### src/rtl/stage_clk_ctrl_pkg.sv
`default_nettype none
// ============================================================================
//  Module      : stage_clk_pkg
//  Description : Shared defaults and pipeline stage indices for stage_clk_ctrl
//  Revision    : 1.0
// ============================================================================
package stage_clk_pkg;

  localparam int NSTAGE_DFLT = 4;
  localparam int CNT_W_DFLT  = 4;

  localparam int STG_F   = 0;
  localparam int STG_DCD = 1;
  localparam int STG_EXE = 2;
  localparam int STG_RF  = 3;

endpackage : stage_clk_pkg
`default_nettype wire

### src/rtl/stage_clk_ctrl_if.sv
`default_nettype none
// ============================================================================
//  Module      : stage_clk_ctrl_if
//  Description : Stall request / stage enable bundle between core and stall ctrl
//  Revision    : 1.0
// ============================================================================
interface stage_clk_ctrl_if #(
  parameter int NSTAGE = 4,
  parameter int CNT_W  = 4
);

  logic              stallb_en;
  logic              stall_go;
  logic [CNT_W-1:0]  stall_len;
  logic              freeze;
  logic [NSTAGE-1:0] en;
  logic [NSTAGE-1:0] clk_stg;
  logic              stall_busy;
  logic [CNT_W-1:0]  stall_cnt;

  modport master (
    output stallb_en, stall_go, stall_len, freeze,
    input  en, clk_stg, stall_busy, stall_cnt
  );

  modport slave (
    input  stallb_en, stall_go, stall_len, freeze,
    output en, clk_stg, stall_busy, stall_cnt
  );

endinterface : stage_clk_ctrl_if
`default_nettype wire

### src/rtl/stage_clk_ctrl_stall_down_cnt.sv
`default_nettype none
// ============================================================================
//  Module      : stall_down_cnt
//  Description : Loadable down counter, saturates at zero, updates on negedge
//  Revision    : 1.0
// ============================================================================
module stall_down_cnt #(
  parameter int CNT_W = 4
) (
  input  wire logic             clk,
  input  wire logic             rst,
  input  wire logic             load,
  input  wire logic [CNT_W-1:0] len,
  input  wire logic             hold,
  output logic      [CNT_W-1:0] cnt,
  output logic                  busy
);

  logic [CNT_W-1:0] r_cnt;

  always_ff @(negedge clk or negedge rst) begin
    if (!rst) begin
      r_cnt <= '0;
    end else if (!hold) begin
      if (load) begin
        r_cnt <= len;
      end else if (r_cnt != '0) begin
        r_cnt <= r_cnt - 1'b1;
      end
    end
  end

  assign cnt  = r_cnt;
  assign busy = (r_cnt != '0);

endmodule : stall_down_cnt
`default_nettype wire

### src/rtl/stage_clk_ctrl.sv
`default_nettype none
// ============================================================================
//  Module      : stage_clk_ctrl
//  Description : Per-stage enables and gated clocks with stall/freeze control
//  Revision    : 1.0
// ============================================================================
module stage_clk_ctrl
  import stage_clk_pkg::*;
#(
  parameter int NSTAGE = NSTAGE_DFLT,
  parameter int CNT_W  = CNT_W_DFLT
) (
  input  wire logic        clk_in,
  input  wire logic        rst,
  stage_clk_ctrl_if.slave  bus
);

  logic              r_frz;
  logic [NSTAGE-1:0] r_en;
  logic [NSTAGE-1:0] w_en_nxt;
  logic [CNT_W-1:0]  w_cnt;
  logic              w_busy;
  logic              w_load;
  logic              w_cnt_done;

  assign w_load = bus.stall_go & ~w_busy & (bus.stall_len != '0);

  // Without a load, the counter reaches zero this edge iff it is now 0 or 1.
  assign w_cnt_done = ~w_busy | (w_cnt == CNT_W'(1));

  stall_down_cnt #(
    .CNT_W (CNT_W)
  ) u_stall_cnt (
    .clk  (clk_in),
    .rst  (rst),
    .load (w_load),
    .len  (bus.stall_len),
    .hold (bus.freeze),
    .cnt  (w_cnt),
    .busy (w_busy)
  );

  for (genvar i = 0; i < NSTAGE; i++) begin : g_stage
    if (i == STG_F) begin : g_head
      assign w_en_nxt[i] = bus.stallb_en & w_cnt_done & ~w_load;
    end else begin : g_tail
      assign w_en_nxt[i] = r_en[i-1];
    end
    // Enables only move while clk_in is low, so the AND cannot glitch.
    assign bus.clk_stg[i] = r_en[i] & ~r_frz & clk_in;
  end

  always_ff @(negedge clk_in or negedge rst) begin
    if (!rst) begin
      r_frz <= 1'b0;
      r_en  <= '1;
    end else begin
      r_frz <= bus.freeze;
      if (!bus.freeze) begin
        r_en <= w_en_nxt;
      end
    end
  end

  assign bus.en         = r_en;
  assign bus.stall_busy = w_busy;
  assign bus.stall_cnt  = w_cnt;

endmodule : stage_clk_ctrl
`default_nettype wire

### src/flat_wrapper.sv
// flat-port wrapper written by rule: the top's interface ports become plain ports
module stage_clk_ctrl_flat import stage_clk_pkg::*;
#(
  parameter int NSTAGE = NSTAGE_DFLT,
  parameter int CNT_W  = CNT_W_DFLT
)
  (clk_in, rst, bus_stallb_en, bus_stall_go, bus_stall_len, bus_freeze, bus_en, bus_clk_stg, bus_stall_busy, bus_stall_cnt);
  stage_clk_ctrl_if #(.NSTAGE(NSTAGE), .CNT_W(CNT_W)) bus_i ();
  input  wire logic clk_in;
  input  wire logic rst;
  input wire logic [$bits(bus_i.stallb_en)-1:0] bus_stallb_en;
  input wire logic [$bits(bus_i.stall_go)-1:0] bus_stall_go;
  input wire logic [$bits(bus_i.stall_len)-1:0] bus_stall_len;
  input wire logic [$bits(bus_i.freeze)-1:0] bus_freeze;
  output wire logic [$bits(bus_i.en)-1:0] bus_en;
  output wire logic [$bits(bus_i.clk_stg)-1:0] bus_clk_stg;
  output wire logic [$bits(bus_i.stall_busy)-1:0] bus_stall_busy;
  output wire logic [$bits(bus_i.stall_cnt)-1:0] bus_stall_cnt;
  assign bus_i.stallb_en = bus_stallb_en;
  assign bus_i.stall_go = bus_stall_go;
  assign bus_i.stall_len = bus_stall_len;
  assign bus_i.freeze = bus_freeze;
  assign bus_en = bus_i.en;
  assign bus_clk_stg = bus_i.clk_stg;
  assign bus_stall_busy = bus_i.stall_busy;
  assign bus_stall_cnt = bus_i.stall_cnt;
  stage_clk_ctrl #(.NSTAGE(NSTAGE), .CNT_W(CNT_W)) u_core (.clk_in(clk_in), .rst(rst), .bus(bus_i));
endmodule
### config.mk
export PLATFORM = sky130hd
export DESIGN_NAME = stage_clk_ctrl_flat
export DESIGN_NICKNAME = d
export VERILOG_FILES = /design/src/rtl/stage_clk_ctrl_pkg.sv /design/src/rtl/stage_clk_ctrl_if.sv /design/src/rtl/stage_clk_ctrl_stall_down_cnt.sv /design/src/rtl/stage_clk_ctrl.sv /design/src/flat_wrapper.sv
export SDC_FILE = /design/constraint.sdc
export NUM_CORES = 1
export LEC_CHECK = 0
export CAP_MARGIN = 20
export CORE_AREA = 2 2 63 65
export DETAILED_ROUTE_END_ITERATION = 6
export DIE_AREA = 0 0 65 67
export PLACE_DENSITY_LB_ADDON = 0.15
export SKIP_LAST_GASP = 1
export SYNTH_ARGS = -nofsm -noshare
export SYNTH_HDL_FRONTEND = slang
export SYNTH_SLANG_ARGS = --single-unit
### constraint.sdc
create_clock -name clk_in -period 2.2 [get_ports clk_in]
set_input_delay 0.22 -clock clk_in [delete_from_list [all_inputs] [get_ports clk_in]]
set_output_delay 0.22 -clock clk_in [all_outputs]
set_load 0.005 [all_outputs]
==> summary.md, run 1 <==
| Metric | Value |
|---|---|
| Clk slew on worst S/H paths | `40 ps` |
| Hold Crit Depth | `3` |
| Worst Path Max Fanout | `2` |
| Max-Cap Viols | `0` |
| Post-synth cell types | `28` |
| Crit Reg-Reg Startpoint | `u_core.u_stall_cnt.cnt[0]` |
| Met3 global-route usage | `under 10%` |
| Hold Crit Start | `u_core.bus.en[0]` |
| Met2 usage | `14.8%` |
| Detailed Place HPWL | `around 1200 um` |
| Avg Cell Area, Syn | `just over 10 um^2` |
| R2r setup slk | `600 ps` |
| Worst setup margin | `-324 ps` |
| Crit path max-delay cell type | `dfrtn_1` |
| Yosys warns | `0` |
| Leakage | `around 0.0006 uW` |
| Slew of the pin with the lowest slew margin | `296 ps` |
| Reg2Reg Depth | `6` |
| Largest net degree at the start of global routing | `10` |
| Max stage delay on crit path | `350 ps` |
| Most frequent CP cell | `inv_2` |
| Via Count | `roughly 640` |
| Outcome | `finished, violations left` |
| Initial antenna violation count | `0` |
| First-pass GRT wire length | `2960 um` |
| Worst-Skew Late Latency | `420 ps` |
| Row count | `22` |
| Final Power | `~1500 uW` |
| Layout cells sized above 1 | `66.4%` |
| Mapped Nets | `69` |
| Worst slew margin | `80.2%` |
| Sequential area share after synthesis | `39.8%` |
| RSZ-0062 raised after global routing | `true` |
| Die ar. | `4360 um^2` |
| Pwr Density | `1280 nW/um^2` |
| Layout Nets | `129` |
| Post-CTS Hold Buffers | `0` |
| # IOs | `22` |
| Die width | `65 um` |
| Vias in the first global route | `740` |
| Die Ht | `67 um` |
| CP Capture Type | `output port` |
| Commonest non-fill, non-tap cells in the layout | `26 x buf_4, 11 x buf_6, 10 x buf_2` |
| Core area | `3610 um^2` |
| GR Util met1 | `9.30%` |
| DRT Pass-1 Iters | `3` |
| TritonCTS clock tree | `built` |
| Via density | `3.88` |
| Fillcell total | `approximately 380` |
| I/O Buffers | `21` |
| Worst EP required | `1980 ps` |
| GRT Util Overall | `under 10%` |
| Post-synthesis cell count | `57` |
| Layer with the highest usage | `met2` |
| Area Overhead vs Synth | `105%` |
| CP Launch Type | `flip-flop` |
| Drt drc | `0` |
| Gpl congestion | `0.702` |
| ANT nets after route | `0` |
| Final wirelength | `1750 um` |
| Worst r2r dst | `u_core.u_stall_cnt.cnt[3]` |
| Initial Utilization | `16.0%` |
| Worst Path Arrival | `around 2300 ps` |
| Fin Hold WS | `610 ps` |
| Commonest non-fill, non-tap cell in the layout | `buf_4` |
| Seq cells post-synth | `9` |
| Final setup fails | `17` |
| WL/cell | `between 10 and 15 um` |
| DRT iter0 DRCs | `3` |
| Hold Crit Class | `flip-flop to flip-flop` |
| Clk_skew | `approximately 120 ps` |
| Grt total ovfl | `0` |
| CP Cell Sequence | `inv_2 > ha_4 > nor3b_4 > inv_2 > buf_6` |
| CP Class | `flip-flop to output port` |
| Mapped cell area | `a little under 600 um^2` |
| Worst Hold End | `u_core.bus.en[0]` |
| VDD IR max | `roughly 340 uV` |
| ANT cells | `0` |
| Max-slew violation count | `0` |
| Hold Fails Final Rpt | `0` |
| Failing checks | `setup timing` |
## final cells by class
| type | count | area (um^2) | area share [%] |
|---|---|---|---|
| well taps | 48 | 60.1 | 5.07 |
| flip-flops and latches | 9 | 230 | 19.4 |
| inverters | 4 | 15.0 | 1.27 |
| multi-input cells | 39 | 347 | 29.3 |
| clock buffers | 12 | 136 | 11.5 |
| clock inverters | 5 | 21.3 | 1.80 |
| repair buffers | 47 | 375 | 31.7 |
## power breakdown
part | switching, uW | leakage, uW | total, uW | internal, uW
clock network | 154 | 0.000121 | 457 | 303
logic | 293 | 0.000368 | 782 | 489
registers | 39.0 | 0.000102 | 281 | 242
## metrics by stage
stage | cell area [um^2] | util, % | setup TNS (ps) | setup WS [ps] | std cells
6_report | 1180 | 32.9 | -2160 | -324 | 164
5_1_grt | 1180 | 32.9 | -2650 | -386 | 164
4_1_cts | 1180 | 32.7 | -2310 | -337 | 163
3_5_place_dp | 978 | 27.1 | -5770 | -607 | 141
3_3_place_gp | 978 | 27.1 | -5750 | -596 | 141
2_1_floorplan | 592 | - | -160 | -160 | 57
## cell usage after synthesis
cell      count  area, um^2
a211o_2       1        10.0
a21oi_1       3        15.0
and2_1        4        25.0
and2b_1       1        7.51
and3b_1       1        8.76
and4b_1       1        10.0
buf_4         3        22.5
clkbuf_1      1        3.75
dfrtn_1       5         125
dfstp_2       4         105
ha_1          3        37.5
inv_1         4        15.0
inv_2         1        3.75
mux2_2        4        45.0
mux2i_1       1        10.0
nand2_1       5        18.8
nand3_1       1        5.00
nor2_1        2        7.51
nor2b_1       1        6.26
nor3_1        2        10.0
nor3b_4       1        18.8
o211ai_1      1        7.51
o21ai_0       2        10.0
o22ai_1       1        6.26
o311a_1       1        10.0
o41ai_2       1        16.3
or4_1         1        7.51
or4b_2        1        10.0
## state kept, by name, summed over array words and instances, names as in the netlist
name,cells
u_core.r_frz,1
u_core.bus.en,4
u_core.u_stall_cnt.cnt,4
## routing by layer
layer | vias to the layer above | routed length [um]
li1 | 318 | -
met1 | 298 | 748
met2 | 20 | 886
met3 | 0 | 113
met4 | 0 | 0
met5 | - | 0
## worst max-delay path by stage
| stage | slack, ps | end | startpoint | depth (start not counted) |
|---|---|---|---|---|
| detailed placement | -610 | u_core.u_stall_cnt.cnt[3] | bus_stall_len[1] | 4 |
| global route | -390 | bus_stall_busy | u_core.u_stall_cnt.cnt[0] | 5 |
| finish | -320 | bus_stall_busy | u_core.u_stall_cnt.cnt[0] | 5 |
| CTS | -340 | bus_stall_busy | u_core.u_stall_cnt.cnt[0] | 5 |
| global placement | -600 | u_core.u_stall_cnt.cnt[3] | bus_stall_len[3] | 4 |
| floorplan | -160 | bus_stall_busy | u_core.u_stall_cnt.cnt[0] | 4 |
## critical path: cells and delay by family, from the launching register on
| family | cells | cell delay [ps] |
|---|---|---|
| buffers and inverters | 3 | 250 |
| flip-flops | 1 | 350 |
| AND/OR/NAND/NOR | 1 | 210 |
| adder cells (fa/ha/maj) | 1 | 130 |
## timing repair
item                                    CTS  global route
gates resized for setup                  89             8
pin swaps                                 8             0
setup buffers                            13             4
endpoints found under the setup margin   23            19
## logic make-up after synthesis
| group | Yosys count | synth area share [%] |
|---|---|---|
| flip-flops | 9 | 39.8 |
| adder cells (fa/ha/maj) | 3 | 6.49 |
| AND/OR/NAND/NOR | 21 | 23.4 |
| buffers and inverters | 9 | 7.79 |
| AO/OA/AOI/OAI | 10 | 13.0 |
| multiplexers | 5 | 9.52 |
No activity file was read; power rests on OpenSTA's default activity.
==> run 2, diff against run 1 <==
--- a/config.mk
+++ b/config.mk
@@ -6,6 +6,8 @@
 export NUM_CORES = 1
 export LEC_CHECK = 0
 export CAP_MARGIN = 20
+export CELL_PAD_IN_SITES_DETAIL_PLACEMENT = 2
+export CELL_PAD_IN_SITES_GLOBAL_PLACEMENT = 2
 export CORE_AREA = 2 2 63 65
 export DETAILED_ROUTE_END_ITERATION = 6
 export DIE_AREA = 0 0 65 67
==> run 2 against run 1 <==
Compared with the run above:
- the flow still finishes with violations (setup timing)
- hold slack lost 4.3 ps
- die area unchanged
- register-to-register slack better by 20 ps
- worst setup slack lost 18 ps
- non-clock buffer count fell by 2
- clock-buffer cell count is 1 lower
- final cell count is 1.8% lower
- first-iteration DRC count is 67% lower
- clock power grew 1%
- clock skew decreased by 68 ps
- critical path depth did not move
- sequential share of layout area fell by 0.52 points
==> summary.md, run 2 (synthesized netlist as in run 1, its figures left out) <==
| Metric | Value |
|---|---|
| Crit path max-delay cell type | `dfrtn_1` |
| Worst slew margin | `75.9%` |
| CP Class | `flip-flop to output port` |
| DRT iter0 DRCs | `1` |
| Final setup fails | `18` |
| Final wirelength | `2140 um` |
| RSZ-0062 raised after global routing | `true` |
| Worst Path Max Fanout | `2` |
| Hold Crit Class | `flip-flop to flip-flop` |
| I/O Buffers | `21` |
| Layout Nets | `126` |
| Via Count | `658` |
| Clk_skew | `51.8 ps` |
| Final Power | `between 1500 and 2000 uW` |
| # IOs | `22` |
| Post-Place Cells | `139` |
| Max-slew violation count | `0` |
| Detailed Place HPWL | `1510 um` |
| First-pass GRT wire length | `3420 um` |
| VDD IR max | `283 uV` |
| Leakage | `0.000580 uW` |
| CP Launch Type | `flip-flop` |
| Hold Crit Start | `u_core.bus.en[0]` |
| Gpl congestion | `0.669` |
| Commonest non-fill, non-tap cells in the layout | `23 x buf_4, 15 x buf_6, 6 x clkbuf_8, 6 x clkdlybuf4s15_2` |
| Failing checks | `setup timing` |
| Worst-Skew Late Latency | `310 ps` |
| Worst r2r dst | `u_core.u_stall_cnt.cnt[3]` |
| Drt drc | `0` |
| Via density | `approximately 4` |
| Max-Cap Viols | `0` |
| Worst EP required | `1980 ps` |
| Area Overhead vs Synth | `111%` |
| Max stage delay on crit path | `440 ps` |
| TritonCTS clock tree | `built` |
| Die Ht | `67 um` |
| Reg2Reg Depth | `6` |
| Most frequent CP cell | `inv_2` |
| Grt total ovfl | `0` |
| Hold Crit Depth | `3` |
| Layout cells sized above 1 | `66.4%` |
| Vias in the first global route | `approximately 740` |
| Die ar. | `between 4000 and 5000 um^2` |
| CP Cell Sequence | `inv_2 > ha_4 > nor3b_4 > inv_2 > buf_2` |
| ANT nets after route | `0` |
| Worst setup margin | `-342 ps` |
| Layout Cells excl Fill | `161` |
| Fin Hold WS | `606 ps` |
| CP Capture Type | `output port` |
| R2r setup slk | `620 ps` |
| Initial Utilization | `16.0%` |
| Commonest non-fill, non-tap cell in the layout | `buf_4` |
| Outcome | `finished, violations left` |
| ANT cells | `0` |
| Clk slew on worst S/H paths | `40 ps` |
| Worst Hold End | `u_core.bus.en[0]` |
| Crit Reg-Reg Startpoint | `u_core.u_stall_cnt.cnt[0]` |
| Initial antenna violation count | `0` |
| Row count | `22` |
| GRT Util Overall | `a little under an eighth` |
| Die width | `65 um` |
| DRT Pass-1 Iters | `3` |
| Pwr Density | `about 1300 nW/um^2` |
| Largest net degree at the start of global routing | `10` |
| Crit path max-delay family | `flip-flops` |
| Post-DP Area | `between 900 and 1000 um^2` |
| Worst Path Arrival | `about 2300 ps` |
| WL/cell | `13.3 um` |
| Core area | `3610 um^2` |
| Fillcell total | `406` |
| Hold Fails Final Rpt | `0` |
| CP bufs+invs | `3` |
| Final instance area | `1220 um^2` |
| Slew of the pin with the lowest slew margin | `around 360 ps` |
-- run 2: cell count changes in the layout (fill, tap and decap cells not counted), moves of 2 or more --
cell and delta:
buf_2 -8, o21ai_1 +2, buf_6 +4, and2_4 +2, and2_1 -2, clkdlybuf4s15_2 +5
buf_4 -3
-- run 2: stage by stage --
step | TNS (ps) | util [%] | setup WS, ps
6_report | -2120 | 33.8 | -342
4_1_cts | -2190 | 31.7 | -352
3_5_place_dp | -6000 | 26.7 | -618
3_3_place_gp | -5830 | 26.7 | -593
5_1_grt | -2670 | 33.8 | -434
2_1_floorplan | -160 | - | -160
-- run 2: worst max-delay path by stage --
stage,startpoint,to,slack [ps],depth (start not counted)
detailed placement,bus_stall_len[1],u_core.u_stall_cnt.cnt[3],-620,4
global route,u_core.u_stall_cnt.cnt[1],bus_stall_busy,-430,5
global placement,bus_stall_len[1],u_core.u_stall_cnt.cnt[3],-590,4
CTS,u_core.u_stall_cnt.cnt[0],bus_stall_busy,-350,5
floorplan,u_core.u_stall_cnt.cnt[0],bus_stall_busy,-160,4
finish,u_core.u_stall_cnt.cnt[0],bus_stall_busy,-340,5
-- run 2: timing repair --
item                       in CTS  in global routing
setup endpoints to repair      23                 21
gates cloned                    0                  0
pin swaps                       6                  5
hold buffers                    0                  0
setup buffers                   8                  4
gates resized for setup        83                 15
-- run 2: final cells by class --
class / count / area (um^2) / area share (%)
Clock inverter: 5 / 21.3 / 1.75
Clock buffer: 11 / 143 / 11.7
Tap cell: 48 / 60.1 / 4.93
Timing Repair Buffer: 45 / 404 / 33.2
Sequential cell: 9 / 230 / 18.9
Inverter: 4 / 15.0 / 1.23
Multi-Input combinational cell: 39 / 344 / 28.3
-- run 2: tightest hold or removal path: stages, from the launching register on --
cell and delay, ps:
dfstp_2 370, buf_4 130, nand2_1 50, o21ai_1 60
-- run 2: routing by layer --
layer	vias up	global-route usage (%)	share of wire, %
met5	-	0	0
met4	0	14.4	5.3
met3	9	2.36	5.8
met2	25	17.8	50
met1	316	11.4	39
li1	308	-	-
-- run 2: report_power, final --
group | leakage [uW] | switching (uW) | internal (uW)
Clock | 0.000121 | 171 | 291
Combinational | 0.000357 | 291 | 495
Sequential | 0.000102 | 57.4 | 243
Total | 0.000580 | 519 | 1030
